`src/rtl/alu_issue_ctrl.sv`:
```
// Multi-cycle issue controller for the 8-bit ALU: fetch, decode, operand read from an
// internal 8x8 register file, req/ack data-memory access, write-back and PC update.
module alu_issue_ctrl #(
    parameter int unsigned     PC_W     = 10,
    parameter logic [PC_W-1:0] START_PC = '0
) (
    input  logic            clk,
    input  logic            reset,
    input  logic            start,
    output logic [PC_W-1:0] instr_addr,
    input  logic [8:0]      instr_in,
    output logic [2:0]      alu_op,
    output logic [7:0]      alu_a,
    output logic [7:0]      alu_b,
    input  logic [7:0]      alu_out,
    input  logic            alu_zero,
    output logic            mem_req,
    output logic            mem_we,
    output logic [7:0]      mem_addr,
    output logic [7:0]      mem_wdata,
    input  logic [7:0]      mem_rdata,
    input  logic            mem_ack,
    output logic            done
);

    typedef enum logic [2:0] {
        S_IDLE, S_FETCH, S_EXEC, S_MEM, S_WB, S_HALT
    } state_t;

    typedef enum logic [2:0] {
        OP_STP, OP_SHF, OP_BNEG, OP_NOR, OP_ADD, OP_ADDI, OP_ST, OP_LD
    } op_t;

    state_t          r_state;
    state_t          w_next;
    logic [PC_W-1:0] r_pc;
    logic [8:0]      r_ir;
    logic [7:0]      r_rf [8];
    logic [7:0]      r_res;
    logic            r_z;

    op_t             w_op;
    logic [2:0]      w_rs;
    logic [2:0]      w_rt;
    logic [2:0]      w_sh_reg;
    logic            w_is_mem;
    logic [PC_W-1:0] w_br_off;
    logic [PC_W-1:0] w_one;

    assign w_op       = op_t'(r_ir[8:6]);
    assign w_rs       = r_ir[5:3];
    assign w_rt       = r_ir[2:0];
    assign w_sh_reg   = {1'b0, r_ir[5:4]};
    assign w_is_mem   = (w_op == OP_LD) || (w_op == OP_ST);
    assign w_br_off   = {{(PC_W-6){r_ir[5]}}, r_ir[5:0]};
    assign w_one      = {{(PC_W-1){1'b0}}, 1'b1};
    assign instr_addr = r_pc;

    // Result register doubles as the load-data holding register for ld.
    always_ff @(posedge clk) begin
        if (reset) begin
            r_state <= S_IDLE;
            r_pc    <= START_PC;
            r_ir    <= '0;
            r_res   <= '0;
            r_z     <= 1'b0;
            for (int unsigned i = 0; i < 8; i++) r_rf[i] <= '0;
        end else begin
            r_state <= w_next;
            case (r_state)
                S_IDLE, S_HALT: if (start) r_pc <= START_PC;
                S_FETCH: r_ir <= instr_in;
                S_EXEC: begin
                    r_res <= alu_out;
                    r_z   <= alu_zero;
                end
                S_MEM: if (mem_ack && (w_op == OP_LD)) r_res <= mem_rdata;
                S_WB: begin
                    case (w_op)
                        OP_ADD, OP_NOR, OP_ADDI, OP_LD: r_rf[w_rs] <= r_res;
                        OP_SHF:                         r_rf[w_sh_reg] <= r_res;
                        default: ;
                    endcase
                    r_pc <= ((w_op == OP_BNEG) && r_z) ? r_pc + w_br_off : r_pc + w_one;
                end
                default: ;
            endcase
        end
    end

    always_comb begin
        w_next = r_state;
        case (r_state)
            S_IDLE:  if (start) w_next = S_FETCH;
            S_FETCH: w_next = S_EXEC;
            S_EXEC: begin
                if (w_op == OP_STP)  w_next = S_HALT;
                else if (w_is_mem)   w_next = S_MEM;
                else                 w_next = S_WB;
            end
            S_MEM:   if (mem_ack) w_next = S_WB;
            S_WB:    w_next = S_FETCH;
            S_HALT:  if (start) w_next = S_FETCH;
            default: w_next = S_IDLE;
        endcase
    end

    always_comb begin
        alu_op    = '0;
        alu_a     = '0;
        alu_b     = '0;
        mem_req   = 1'b0;
        mem_we    = 1'b0;
        mem_addr  = '0;
        mem_wdata = '0;
        done      = (r_state == S_HALT);
        if (r_state == S_EXEC) begin
            alu_op = w_is_mem ? OP_ADD : w_op;
            case (w_op)
                OP_ADD, OP_NOR: begin
                    alu_a = r_rf[w_rs];
                    alu_b = r_rf[w_rt];
                end
                OP_ADDI: begin
                    alu_a = r_rf[w_rs];
                    alu_b = {5'b0, w_rt};
                end
                OP_SHF: begin
                    alu_a = r_rf[w_sh_reg];
                    alu_b = {4'b0, r_ir[3:0]};
                end
                OP_BNEG:      alu_a = r_rf[0];
                OP_LD, OP_ST: alu_a = r_rf[w_rt];
                default: ;
            endcase
        end
        if (r_state == S_MEM) begin
            mem_req   = 1'b1;
            mem_we    = (w_op == OP_ST);
            mem_addr  = r_res;
            mem_wdata = r_rf[w_rs];
        end
    end

endmodule
```
`config.mk`:
```
export PLATFORM = sky130hd
export DESIGN_NAME = alu_issue_ctrl
export DESIGN_NICKNAME = d
export VERILOG_FILES = /design/src/rtl/alu_issue_ctrl.sv
export SDC_FILE = /design/constraint.sdc
export NUM_CORES = 1
export LEC_CHECK = 0
export ABC_AREA = 1
export CAP_MARGIN = 15
export CORE_UTILIZATION = 35
export CTS_BUF_LIST = sky130_fd_sc_hd__clkbuf_2
export DETAILED_ROUTE_END_ITERATION = 8
export SYNTH_ARGS = -nofsm -noshare
export SYNTH_HDL_FRONTEND = slang
export SYNTH_SLANG_ARGS = --single-unit
export TNS_END_PERCENT = 100
```
`constraint.sdc`:
```
create_clock -name clk -period 2.9 [get_ports clk]
set_input_delay 0.87 -clock clk [delete_from_list [all_inputs] [get_ports clk]]
set_output_delay 0.87 -clock clk [all_outputs]
set_load 0.02 [all_outputs]
```
==> summary.txt, run 1 <==
Power
  • Clk pwr share: 0.162
  • Reg power frac: 0.366
  • Comb pwr share: 0.472
  • Internal Power: 2.85 mW
  • Leakage power: 3.23 nW
  • Pwr per Cell Area: 618 nW/um^2
  • Sw Pwr: 2.07 mW
  • Net Sw Frac: 0.420
  • Worst VDD drop: 0.286 mV

Route
  • Wirelength, routed: 18900 um
  • Vias/cell: 5.17
  • DRC viols: 0
  • DR WL/cell: 16.1 um
  • DRT iter0 DRCs: 486
  • Vias: 6049
  • Antenna Nets Post-Route: 0
  • First-pass DRT Iterations: 6

Clock network
  • Root Buffer: clkbuf_2
  • CTS Sinks: 101
  • Htree depth: 3
  • Worst-Skew Late Latency: 0.64 ns
  • Clock buffer depth: 2
  • CTS buffer count: 9
  • Clk slew on worst S/H paths: 0.28 ns
  • CTS tree: built

Yosys
  • Unique masters post-synth: 41
  • Avg Cell Area, Syn: 7.25 um^2
  • Commonest cells post-synth: nand2_1 (164), nor2_1 (126), o21ai_0 (122), a21oi_1 (102), inv_1 (84)
  • Number of synthesized flops with an enable pin: 64
  • Yosys warning total: 0
  • Sequential element share of the synthesized area: 0.438
  • Flops & latches, synth: 101
  • Most frequent cell after synthesis: nand2_1
  • Post-Syn Area: 6080 um^2
  • Post-synth top flop: edfxtp_1
  • Post-synth ARST share: 0
  • Post-synthesis net count: 875
  • Top-area cell type share of the netlist area: 0.316
  • Yosys top cell by area: edfxtp_1
  • Syn Inst Count: 838
  • Ranking of synthesized cells by area: edfxtp_1 (32%), dfxtp_1 (12%), nand2_1 (10%)

Floorplan
  • Io pins: 78
  • Core area: 16800 um^2
  • Die Area: 17900 um^2
  • Initial Util: 0.363
  • Die X: 134 um
  • Chip Height: 134 um
  • Rows: 47

Cells and area
  • Final Util: 0.475
  • Multi-input logic area: 3100 um^2
  • Storage cell area: 2690 um^2
  • N_diodes: 0
  • Share of layout cells above drive strength 1: 0.222
  • Area grow syn2layout: 31.0%
  • Fill cells: 1686
  • Final #Nets: 982

GRT
  • Antenna violations before repair: 0
  • Total track usage: 0.209
  • First-pass GRT wire length: 29200 um
  • Total congestion overflow: 0
  • Largest net degree at the start of global routing: 39
  • Vias in the first global route: 5745

Worst setup path
  • Slowest CP cell: dfxtp_4
  • Critical Path, Cell by Cell: inv_6, clkbuf_16, o21ai_0, o21ai_0, a22oi_1, o211ai_1, nand2_1, inv_1, buf_6
  • Worst Path Max Fanout: 13
  • Crit path arrival time: 2.21 ns
  • Cell with the most instances on the worst path: o21ai_0
  • Critical Path End Type: primary output
  • CP Class: flip-flop to primary output
  • Critical Path Start Type: flip-flop
  • Worst Path Required: 2.03 ns
  • Max stage delay on crit path: 0.48 ns

Worst hold path
  • Worst hold path type: flip-flop to flip-flop

STA
  • Final period util: 1.06
  • Hold slack: 0.505 ns
  • Worst Max-Slew Pin Slew: 0.599 ns
  • Slew margin rel.: 0.600
  • RSZ-0062 raised after global routing: true
  • Final Hold Fails: 0
  • FMAX: 0.325 GHz
  • Clock period minus worst slack: 3.08 ns
  • Slew Limit Fails: 0
  • Setup Skew: 0.0382 ns
  • Setup ws final: -0.181 ns
  • Final setup vio count: 12

Run status
  • Status: finished, violations left
  • Violated checks: setup timing

Flow run
  • Maxcap violations: 0

Placement
  • Dpl hpwl: 13800 um
  • Port Buffers: 77
  • RePlAce Congestion: 0.887
-- final timing paths --
path / from / slack, ns / cells past startpoint / endpoint
setup / recovery: flip-flop / -0.18 / 9 / alu_a[0]
hold / removal: instr_addr[9] / 0.51 / 2 / instr_addr[9]
setup reg to reg: r_ir[8] / 0.41 / 20 / instr_addr[8]
hold reg to reg: instr_addr[9] / 0.51 / 2 / instr_addr[9]
-- through the flow --
stage / TNS [ns] / cell area, um^2 / total power [mW] / worst slack, ns / std cells
2_1_floorplan: 0 / 6080 / 3.01 / 0.393 / 838
3_3_place_gp: -0.0138 / 7450 / 3.74 / -0.0138 / 1147
3_5_place_dp: -0.00164 / 7450 / 3.75 / -0.00164 / 1147
4_1_cts: -1.58 / 7620 / 4.59 / -0.178 / 1163
5_1_grt: -4.34 / 7960 / 5.23 / -0.344 / 1170
6_report: -1.46 / 7960 / 4.92 / -0.181 / 1170
-- area by class of cell --
cell class / count / area share
timing repair buffer: 132 / 0.170
clock buffer: 9 / 0.00566
inverter: 101 / 0.0495
sequential: 101 / 0.338
multi-input combinational: 600 / 0.389
clock inverter: 7 / 0.0123
tap: 220 / 0.0346
-- repair_timing --
action	4_1_cts	5_1_grt
gates cloned	0	4
endpoints found under the setup margin	37	37
hold buffers	0	0
pin swaps	3	25
buffers inserted	0	3
gates resized for setup	201	132
-- flip-flops by register name, summed over array words and instances, names as in the netlist, named ones only --
register    count
r_res           8
r_z             1
r_ir            9
r_state         3
instr_addr     10
r_rf           64
-- cell usage in the layout, fill, tap and decap left out, types with 7 or more instances in the layout --
cell type	n
nand2_1	156
nor2_1	113
o21ai_0	84
a21oi_1	77
inv_1	73
edfxtp_1	64
buf_4	48
clkdlybuf4s50_1	40
o21ai_1	39
dfxtp_1	27
a21oi_2	26
buf_6	20
nand3_1	17
nand2_2	15
inv_2	13
nor2_2	11
buf_12	11
clkinv_1	10
clkbuf_2	10
nor2_4	9
a31oi_1	8
buf_2	7
-- cells by family (layout without fill, tap and decap cells) --
family / count (synthesis) / in the layout / share of synthesized area
AOI/OAI and AO/OA: 256 / 256 / 0.224
and+or+nand+nor: 335 / 335 / 0.232
adders and majority gates: 7 / 7 / 0.0157
DFF: 101 / 101 / 0.438
buffers and inverters: 137 / 249 / 0.0869
xor gates and xnor gates: 2 / 2 / 0.00288
-- worst max-delay path, delay by kind of cell (launching register included) --
family          cells  cell delay [ns]
simple gates        1             0.08
buf+inv             4             0.39
flops               1             0.48
compound gates      4             0.64
-- metal layers --
metal / track usage / vias up / wire [um]
met4: 0.0764 / 0 / 415
met1: 0.267 / 2824 / 8270
met3: 0.0365 / 32 / 1020
met2: 0.353 / 186 / 9170
met5: 0 / - / 0
li1: - / 3007 / -
-- power by group through the flow --
| stage | Combinational [mW] | Clock [mW] | Sequential, mW |
|---|---|---|---|
| 6_report | 2.32 | 0.796 | 1.80 |
| 5_1_grt | 2.54 | 0.870 | 1.82 |
| 4_1_cts | 2.00 | 0.816 | 1.78 |
| 3_5_place_dp | 1.96 | 0 | 1.79 |
| 3_3_place_gp | 1.94 | 0 | 1.79 |
| 2_1_floorplan | 1.26 | 0 | 1.76 |
Note: power is estimated with default switching activity, not from simulation.
==> run 2: changes to the inputs <==
--- a/config.mk
+++ b/config.mk
@@ -5,7 +5,6 @@
 export SDC_FILE = /design/constraint.sdc
 export NUM_CORES = 1
 export LEC_CHECK = 0
-export ABC_AREA = 1
 export CAP_MARGIN = 15
 export CORE_UTILIZATION = 35
 export CTS_BUF_LIST = sky130_fd_sc_hd__clkbuf_2
==> run 2 against run 1 <==
  * The flow still finishes with violations (setup timing)
  * Via count shrank 15%
  * Sequential power fell by 8%
  * Sequential cell count did not move
  * Non-clock buffer count up 26
  * Critical path type unchanged
  * Largest cell class unchanged
  * Highest routed layer unchanged
==> summary.txt, run 2 <==
Run status
  • Status: finished, violations left
  • Violated checks: setup timing

Worst hold path
  • Worst hold path type: flip-flop to flip-flop
  • Hold path start: r_z
  • WHS Endpoint: r_z
  • Hold Path Depth: 2 (unchanged)

Clock network
  • Clk slew on worst S/H paths: 0.27 ns (about the same)
  • Root Buffer: clkbuf_2
  • CTS buffer count: 9 (unchanged)
  • CTS Sinks: 101 (unchanged)
  • Hold-fix buffers, CTS: 0 (unchanged)
  • CTS tree: built
  • Worst-Skew Late Latency: 0.59 ns (-0.05 ns)
  • Htree depth: 3 (unchanged)
  • Clock buffer depth: 2 (unchanged)

Yosys
  • Flops & latches, synth: 101 (unchanged)
  • Post-synth top flop: edfxtp_1
  • Post-Syn Area: 6060 um^2 (-0.25%)
  • Sequential element share of the synthesized area: 0.439 (+0.00109)
  • Post-synth ARST share: 0 (unchanged)
  • Top-area cell type share of the netlist area: 0.317 (+0.000784)
  • Syn Inst Count: 594 (-29%)
  • Yosys warning total: 0 (unchanged)
  • Number of synthesized flops with an enable pin: 64 (unchanged)
  • Avg Cell Area, Syn: 10.2 um^2 (+41%)
  • Yosys top cell by area: edfxtp_1
  • Unique masters post-synth: 57 (+39%)
  • Most frequent cell after synthesis: and2_1
  • Post-synthesis net count: 631 (-28%)
  • Ranking of synthesized cells by area: edfxtp_1 (32%), dfxtp_1 (12%), mux4_2 (9.7%)
  • Commonest cells post-synth: and2_1 (70), nor2_1 (68), edfxtp_1 (64), nand2_1 (59), mux2i_1 (43)

Worst setup path
  • Max stage delay on crit path: 0.50 ns (+0.02 ns)
  • Crit-path leading delay family: multiplexers
  • CP Class: flip-flop to primary output
  • Slowest CP cell: mux4_2
  • Critical Path, Cell by Cell: buf_12, buf_4, buf_12, mux4_2, mux2i_2, nand3_1, and3_1, buf_6
  • Critical Path Start Type: flip-flop
  • Worst r2r path cells: 11 (-45%)
  • Cell with the most instances on the worst path: buf_12
  • Worst Path Max Fanout: 7 (-6)
  • R2r startpoint: r_ir[8]
  • Crit path arrival time: 2.48 ns (+0.27 ns)
  • R2r endpoint: instr_addr[8]
  • Worst Path Required: 2.03 ns (about the same)
  • Critical Path End Type: primary output
  • WP buf/inv: 4 (unchanged)
  • Flop-to-flop setup slack: 0.23 ns (-0.18 ns)

Route
  • Vias: 5138 (-15%)
  • Wirelength, routed: 17500 um (-7.3%)
  • First-pass DRT Iterations: 5 (-1)
  • DRT iter0 DRCs: 437 (-10%)
  • Antenna Nets Post-Route: 0 (unchanged)
  • Vias/cell: 5.37 (+4.0%)
  • DRC viols: 0 (unchanged)
  • DR WL/cell: 18.3 um (+13%)

Cells and area
  • Final instance area: 8000 um^2 (+0.52%)
  • Fill cells: 1544 (-8.4%)
  • Largest register FFs: 64 (unchanged)
  • Post-route insts no fill: 956 (-18%)
  • Final Util: 0.477 (+0.00246)
  • Area grow syn2layout: 32.0%
  • Final #Nets: 768 (-22%)
  • Most flops, register: r_rf
  • Share of layout cells above drive strength 1: 0.283 (+0.0609)
  • Most frequent cells in the layout: and2_1 (70), buf_4 (70), edfxtp_1 (64), nand2_1 (57), nor2_1 (56)

STA
  • Setup Skew: 0.0285 ns (-0.00972 ns)
  • Slew margin rel.: 0.675 (+0.0753)
  • Final setup vio count: 23 (+11)
  • Worst Max-Slew Pin Slew: 0.486 ns (-0.112 ns)
  • Setup ws final: -0.453 ns (-0.272 ns)
  • RSZ-0062 raised after global routing: true
  • Final period util: 1.16 (+0.0938)
  • Clock period minus worst slack: 3.35 ns (+0.272 ns)
  • Setup TNS: -5.81 ns (-4.35 ns)
  • Final Hold Fails: 0 (unchanged)
  • FMAX: 0.298 GHz (-8.1%)
  • Slew Limit Fails: 0 (unchanged)

Placement
  • Post-Place Cells: 930 (-19%)
  • Setup WS pre-CTS: -0.209 ns (-0.208 ns)
  • Port Buffers: 77 (unchanged)
  • Post-DP Area: 7540 um^2 (+1.2%)
  • Dpl hpwl: 13400 um (-2.7%)
  • RePlAce Congestion: 0.878 (-1.0%)

Floorplan
  • Rows: 47 (unchanged)
  • Die X: 134 um (-0.12%)
  • Die Area: 17800 um^2 (-0.25%)
  • Chip Height: 134 um (-0.12%)
  • Initial Util: 0.362 (-0.000896)
  • Core area: 16800 um^2 (unchanged)
  • Io pins: 78 (unchanged)

GRT
  • Antenna violations before repair: 1 (+1)
  • First-pass GRT wire length: 27600 um (-5.6%)
  • Vias in the first global route: 4898 (-15%)
  • Largest net degree at the start of global routing: 21 (-46%)
  • Total congestion overflow: 0 (unchanged)
  • Total track usage: 0.203 (-0.00622)

Flow run
  • Maxcap violations: 0 (unchanged)

Power
  • Pwr per Cell Area: 371 nW/um^2 (-40%)
  • Worst VDD drop: 0.169 mV (-41%)
  • Leakage power: 2.99 nW (-7.5%)
-- run 2: changes by cell type in the layout (fill, tap and decap cells not counted), sizes merged, moves of 8 or more --
cell / change
and2: +70
and3: +13
mux4: +26
nand2: -116
a22oi: +12
mux2i: +43
o21ai: -102
a311oi: +8
o22ai: +10
nor2: -64
inv: -80
nand3: -12
buf: +20
a21oi: -70
-- run 2: area by class of cell --
class	instances	area [um^2]	share of cell area
antenna	1	2.50	0.000313
clock buffer	9	45.0	0.00563
clock inverter	6	62.6	0.00782
inverter	13	50.0	0.00626
multi-input combinational	448	3400	0.425
sequential	101	2690	0.336
tap	220	275	0.0344
timing repair buffer	158	1480	0.185
-- run 2: cells by family after synthesis --
kind of cell    Yosys count  share of synthesized area
xor+xnor                  3                    0.00434
compound gates          109                      0.115
mux                      71                      0.171
simple gates            258                      0.221
buf+inv                  45                     0.0334
fa+ha+maj                 7                     0.0157
flops                   101                      0.439
-- run 2: repair_timing --
action,4_1_cts,5_1_grt
gates resized for setup,192,49
buffers inserted,14,7
gates cloned,4,0
pin swaps,31,24
setup endpoints to repair,38,32
-- run 2: per-stage QoR --
step                hold slack, ns  power, mW
floorplan                    0.437       1.98
global placement             0.448       2.22
detailed placement           0.453       2.22
CTS                          0.480       2.96
global route                 0.507       3.10
finish                       0.476       2.97
-- run 2: worst reg2reg max path, cell delays in order (launching register included) --
cell,delay (ns)
dfxtp_4,0.47
and4bb_4,0.25
nand2_1,0.10
ha_1,0.17
inv_1,0.06
fa_1,0.40
nand2b_1,0.19
a21oi_2,0.21
o21ai_0,0.14
a2bb2oi_1,0.17
or3_1,0.33
a31oi_1,0.15
-- run 2: worst max-delay path by stage --
stage / endpoint / slack (ns) / cells past startpoint
finish: alu_a[6] / -0.45 / 8
global route: alu_a[6] / -0.56 / 8
CTS: alu_a[7] / -0.50 / 8
detailed placement: alu_a[3] / -0.21 / 7
global placement: alu_a[3] / -0.21 / 7
floorplan: alu_a[7] / 0.18 / 7
-- run 2: where the power goes --
group	internal (mW)	switching, mW
clock network	0.195	0.475
registers	1.58	0.0765
logic	0.330	0.312
-- run 2: routing by layer --
layer,share of wire,wire [um],GRT usage,vias up
met2,0.45,7950,0.318,212
li1,-,-,-,2453
met3,0.054,950,0.0304,23
met4,0.016,274,0.0486,0
met5,0,0,0,-
met1,0.48,8330,0.294,2450
==> run 3: changes to the inputs <==
--- a/config.mk
+++ b/config.mk
@@ -6,9 +6,11 @@
 export NUM_CORES = 1
 export LEC_CHECK = 0
 export CAP_MARGIN = 15
+export CORE_ASPECT_RATIO = 0.6
 export CORE_UTILIZATION = 35
 export CTS_BUF_LIST = sky130_fd_sc_hd__clkbuf_2
 export DETAILED_ROUTE_END_ITERATION = 8
+export PLACE_DENSITY = 0.52
 export SYNTH_ARGS = -nofsm -noshare
 export SYNTH_HDL_FRONTEND = slang
 export SYNTH_SLANG_ARGS = --single-unit
==> run 3 against run 2 <==
  * The flow still finishes with violations (setup timing)
  * Count of clock-buffer cells in the layout did not move
  * Via count rose by 2.9%
  * Critical path depth did not move
  * Worst setup slack got worse by 0.026 ns
  * Clock power rose by 8.4%
  * Critical path type unchanged
  * Highest routed layer unchanged
==> summary.txt, run 3 (synthesized netlist as in run 2, its figures left out) <==
Clock network
  • Root Buffer: clkbuf_2
  • Clock buffer depth: 2 (unchanged)
  • Worst-Skew Late Latency: 0.61 ns (+0.02 ns)
  • CTS Sinks: 101 (unchanged)
  • Htree depth: 3 (unchanged)
  • CTS tree: built
  • CTS buffer count: 9 (unchanged)
  • Clk slew on worst S/H paths: 0.30 ns (+0.03 ns)

Worst setup path
  • Worst Path Required: 2.03 ns (about the same)
  • Crit path arrival time: 2.51 ns (+0.03 ns)
  • Critical Path End Type: primary output
  • WP buf/inv: 3 (-1)
  • Crit-path leading delay family: multiplexers
  • Cell with the most instances on the worst path: buf_12
  • R2r startpoint: r_ir[6]
  • Slowest CP cell: mux4_2
  • Max stage delay on crit path: 0.51 ns (about the same)
  • Critical Path Start Type: flip-flop
  • CP Class: flip-flop to primary output
  • Critical Path, Cell by Cell: buf_12, buf_12, mux4_2, mux2i_4, o22ai_1, a21oi_1, nor2_1, buf_4
  • Worst Path Max Fanout: 7 (unchanged)

Cells and area
  • Fill cells: 1547 (+0.19%)
  • Most frequent cells in the layout: buf_4 (86), and2_1 (69), edfxtp_1 (64), nor2_1 (55), nand2_1 (53)
  • Final #Nets: 792 (+3.1%)
  • Share of layout cells above drive strength 1: 0.340 (+0.0569)
  • Area grow syn2layout: 38.7%
  • Commonest non-fill, non-tap cell in the layout: buf_4
  • Most flops, register: r_rf
  • N_diodes: 0 (-1)
  • Post-route insts no fill: 987 (+3.2%)
  • Largest register FFs: 64 (unchanged)

Floorplan
  • Die Area: 17900 um^2 (about the same)
  • Core area: 16600 um^2 (-1.1%)
  • Die X: 172 um (+29%)
  • Initial Util: 0.366 (+0.00401)
  • Io pins: 78 (unchanged)
  • Rows: 36 (-23%)
  • Chip Height: 104 um (-22%)

STA
  • Slew Limit Fails: 0 (unchanged)
  • Final Hold Fails: 0 (unchanged)
  • FMAX: 0.296 GHz (-0.76%)
  • Final setup vio count: 24 (+4.3%)
  • Setup Skew: 0.0471 ns (+0.0187 ns)
  • Slew margin rel.: 0.673 (-0.00151)
  • Clock period minus worst slack: 3.38 ns (+0.0257 ns)
  • RSZ-0062 raised after global routing: true
  • Setup ws final: -0.479 ns (-0.0257 ns)
  • Final period util: 1.17 (+0.00888)
  • Setup TNS: -7.31 ns (-1.49 ns)
  • Hold slack: 0.509 ns (+0.0336 ns)
  • Worst Max-Slew Pin Slew: 0.488 ns (+0.00164 ns)

Power
  • Pwr per Cell Area: 371 nW/um^2 (about the same)
  • Sw Pwr: 0.948 mW (+9.8%)
  • Reg power frac: 0.532 (-0.026)
  • Clk pwr share: 0.233 (+0.007)
  • Comb pwr share: 0.236 (+0.020)
  • Internal Power: 2.17 mW (+3.3%)
  • Net Sw Frac: 0.304 (+0.0128)
  • Leakage power: 3.18 nW (+6.3%)
  • Worst VDD drop: 0.199 mV (+17%)

Route
  • Vias/cell: 5.36 (-0.35%)
  • Metal1 wirelength: 10600 um (+27%)
  • First-pass DRT Iterations: 5 (unchanged)
  • DRC viols: 0 (unchanged)
  • Met2 wire length: 7500 um (-5.6%)
  • DRT iter0 DRCs: 497 (+14%)
  • Antenna Nets Post-Route: 0 (unchanged)
  • Wire length on met3: 1840 um (+94%)
  • Top Layer Used: met4
  • DR WL/cell: 20.3 um (+11%)
  • Wirelength, routed: 20000 um (+14%)
  • Vias: 5286 (+2.9%)

Run status
  • Violated checks: setup timing
  • Status: finished, violations left

GRT
  • Vias in the first global route: 4782 (-2.4%)
  • Total track usage: 0.227 (+0.0243)
  • Largest net degree at the start of global routing: 21 (unchanged)
  • Antenna violations before repair: 1 (unchanged)
  • Total congestion overflow: 0 (unchanged)
  • First-pass GRT wire length: 29600 um (+7.3%)

Placement
  • Port Buffers: 77 (unchanged)
  • RePlAce Congestion: 0.872 (-0.60%)
  • Dpl hpwl: 15600 um (+16%)
  • Post-Place Cells: 957 (+2.9%)

Worst hold path
  • Hold path start: r_z
  • Worst hold path type: flip-flop to flip-flop

Flow run
  • Maxcap violations: 0 (unchanged)
## run 3: cell count changes in the layout (fill, tap and decap cells not counted), sizes merged
cell,change
inv,+4
buf,+24
diode,-1
clkinv,-4
dlygate4sd2,+4
clkdlybuf4s15,-4
## run 3: worst paths after layout
path,to,slack (ns),depth (start not counted)
worst max-delay path,alu_b[1],-0.48,8
worst min-delay path,r_z,0.51,2
worst max register to register,instr_addr[9],0.10,10
worst min register to register,r_z,0.51,2
## run 3: power groups by stage
| stage | combinational (mW) | clock, mW | sequential [mW] |
|---|---|---|---|
| after floorplan | 0.332 | 0 | 1.65 |
| after global placement | 0.593 | 0 | 1.68 |
| after detailed placement | 0.594 | 0 | 1.68 |
| after CTS | 0.693 | 0.750 | 1.66 |
| after global routing | 0.787 | 0.799 | 1.67 |
| final | 0.736 | 0.726 | 1.66 |
## run 3: worst register-to-register path: stages (launching register included)
cell	delay, ns
dfxtp_2	0.47
and4bb_4	0.26
buf_4	0.15
and2_1	0.16
ha_1	0.36
nand3_1	0.09
nor2_1	0.35
o21bai_1	0.13
a21o_1	0.21
a311o_1	0.31
a32o_1	0.25
## run 3: through the flow
| step | area, um^2 | setup slack, ns | power, mW | util |
|---|---|---|---|---|
| after floorplan | 6060 | 0.178 | 1.98 | - |
| after global placement | 7720 | -0.214 | 2.27 | 0.466 |
| after detailed placement | 7720 | -0.238 | 2.28 | 0.466 |
| after CTS | 8210 | -0.547 | 3.10 | 0.495 |
| after global routing | 8410 | -0.599 | 3.25 | 0.507 |
| final | 8410 | -0.479 | 3.12 | 0.507 |
## run 3: metal layers
layer  GRT usage  up-vias
li1            -     2509
met1       0.389     2513
met2       0.280      253
met3      0.0529       11
met4      0.0329        0
met5           0        -
## run 3: area by class of cell
class / instances / area [um^2] / area share
multi-input cells: 448 / 3540 / 0.421
flip-flops and latches: 101 / 2680 / 0.319
repair buffers: 182 / 1730 / 0.206
well taps: 228 / 285 / 0.0339
clock inverters: 6 / 78.8 / 0.00938
inverters: 13 / 51.3 / 0.00610
clock buffers: 9 / 45.0 / 0.00536
## run 3: repair_timing
item / CTS / global route
hold buffers: 0 / 0
gates cloned: 2 / 0
pin swaps: 40 / 20
endpoints found under the setup margin: 38 / 30
resized for setup: 223 / 57
buffers inserted: 19 / 9
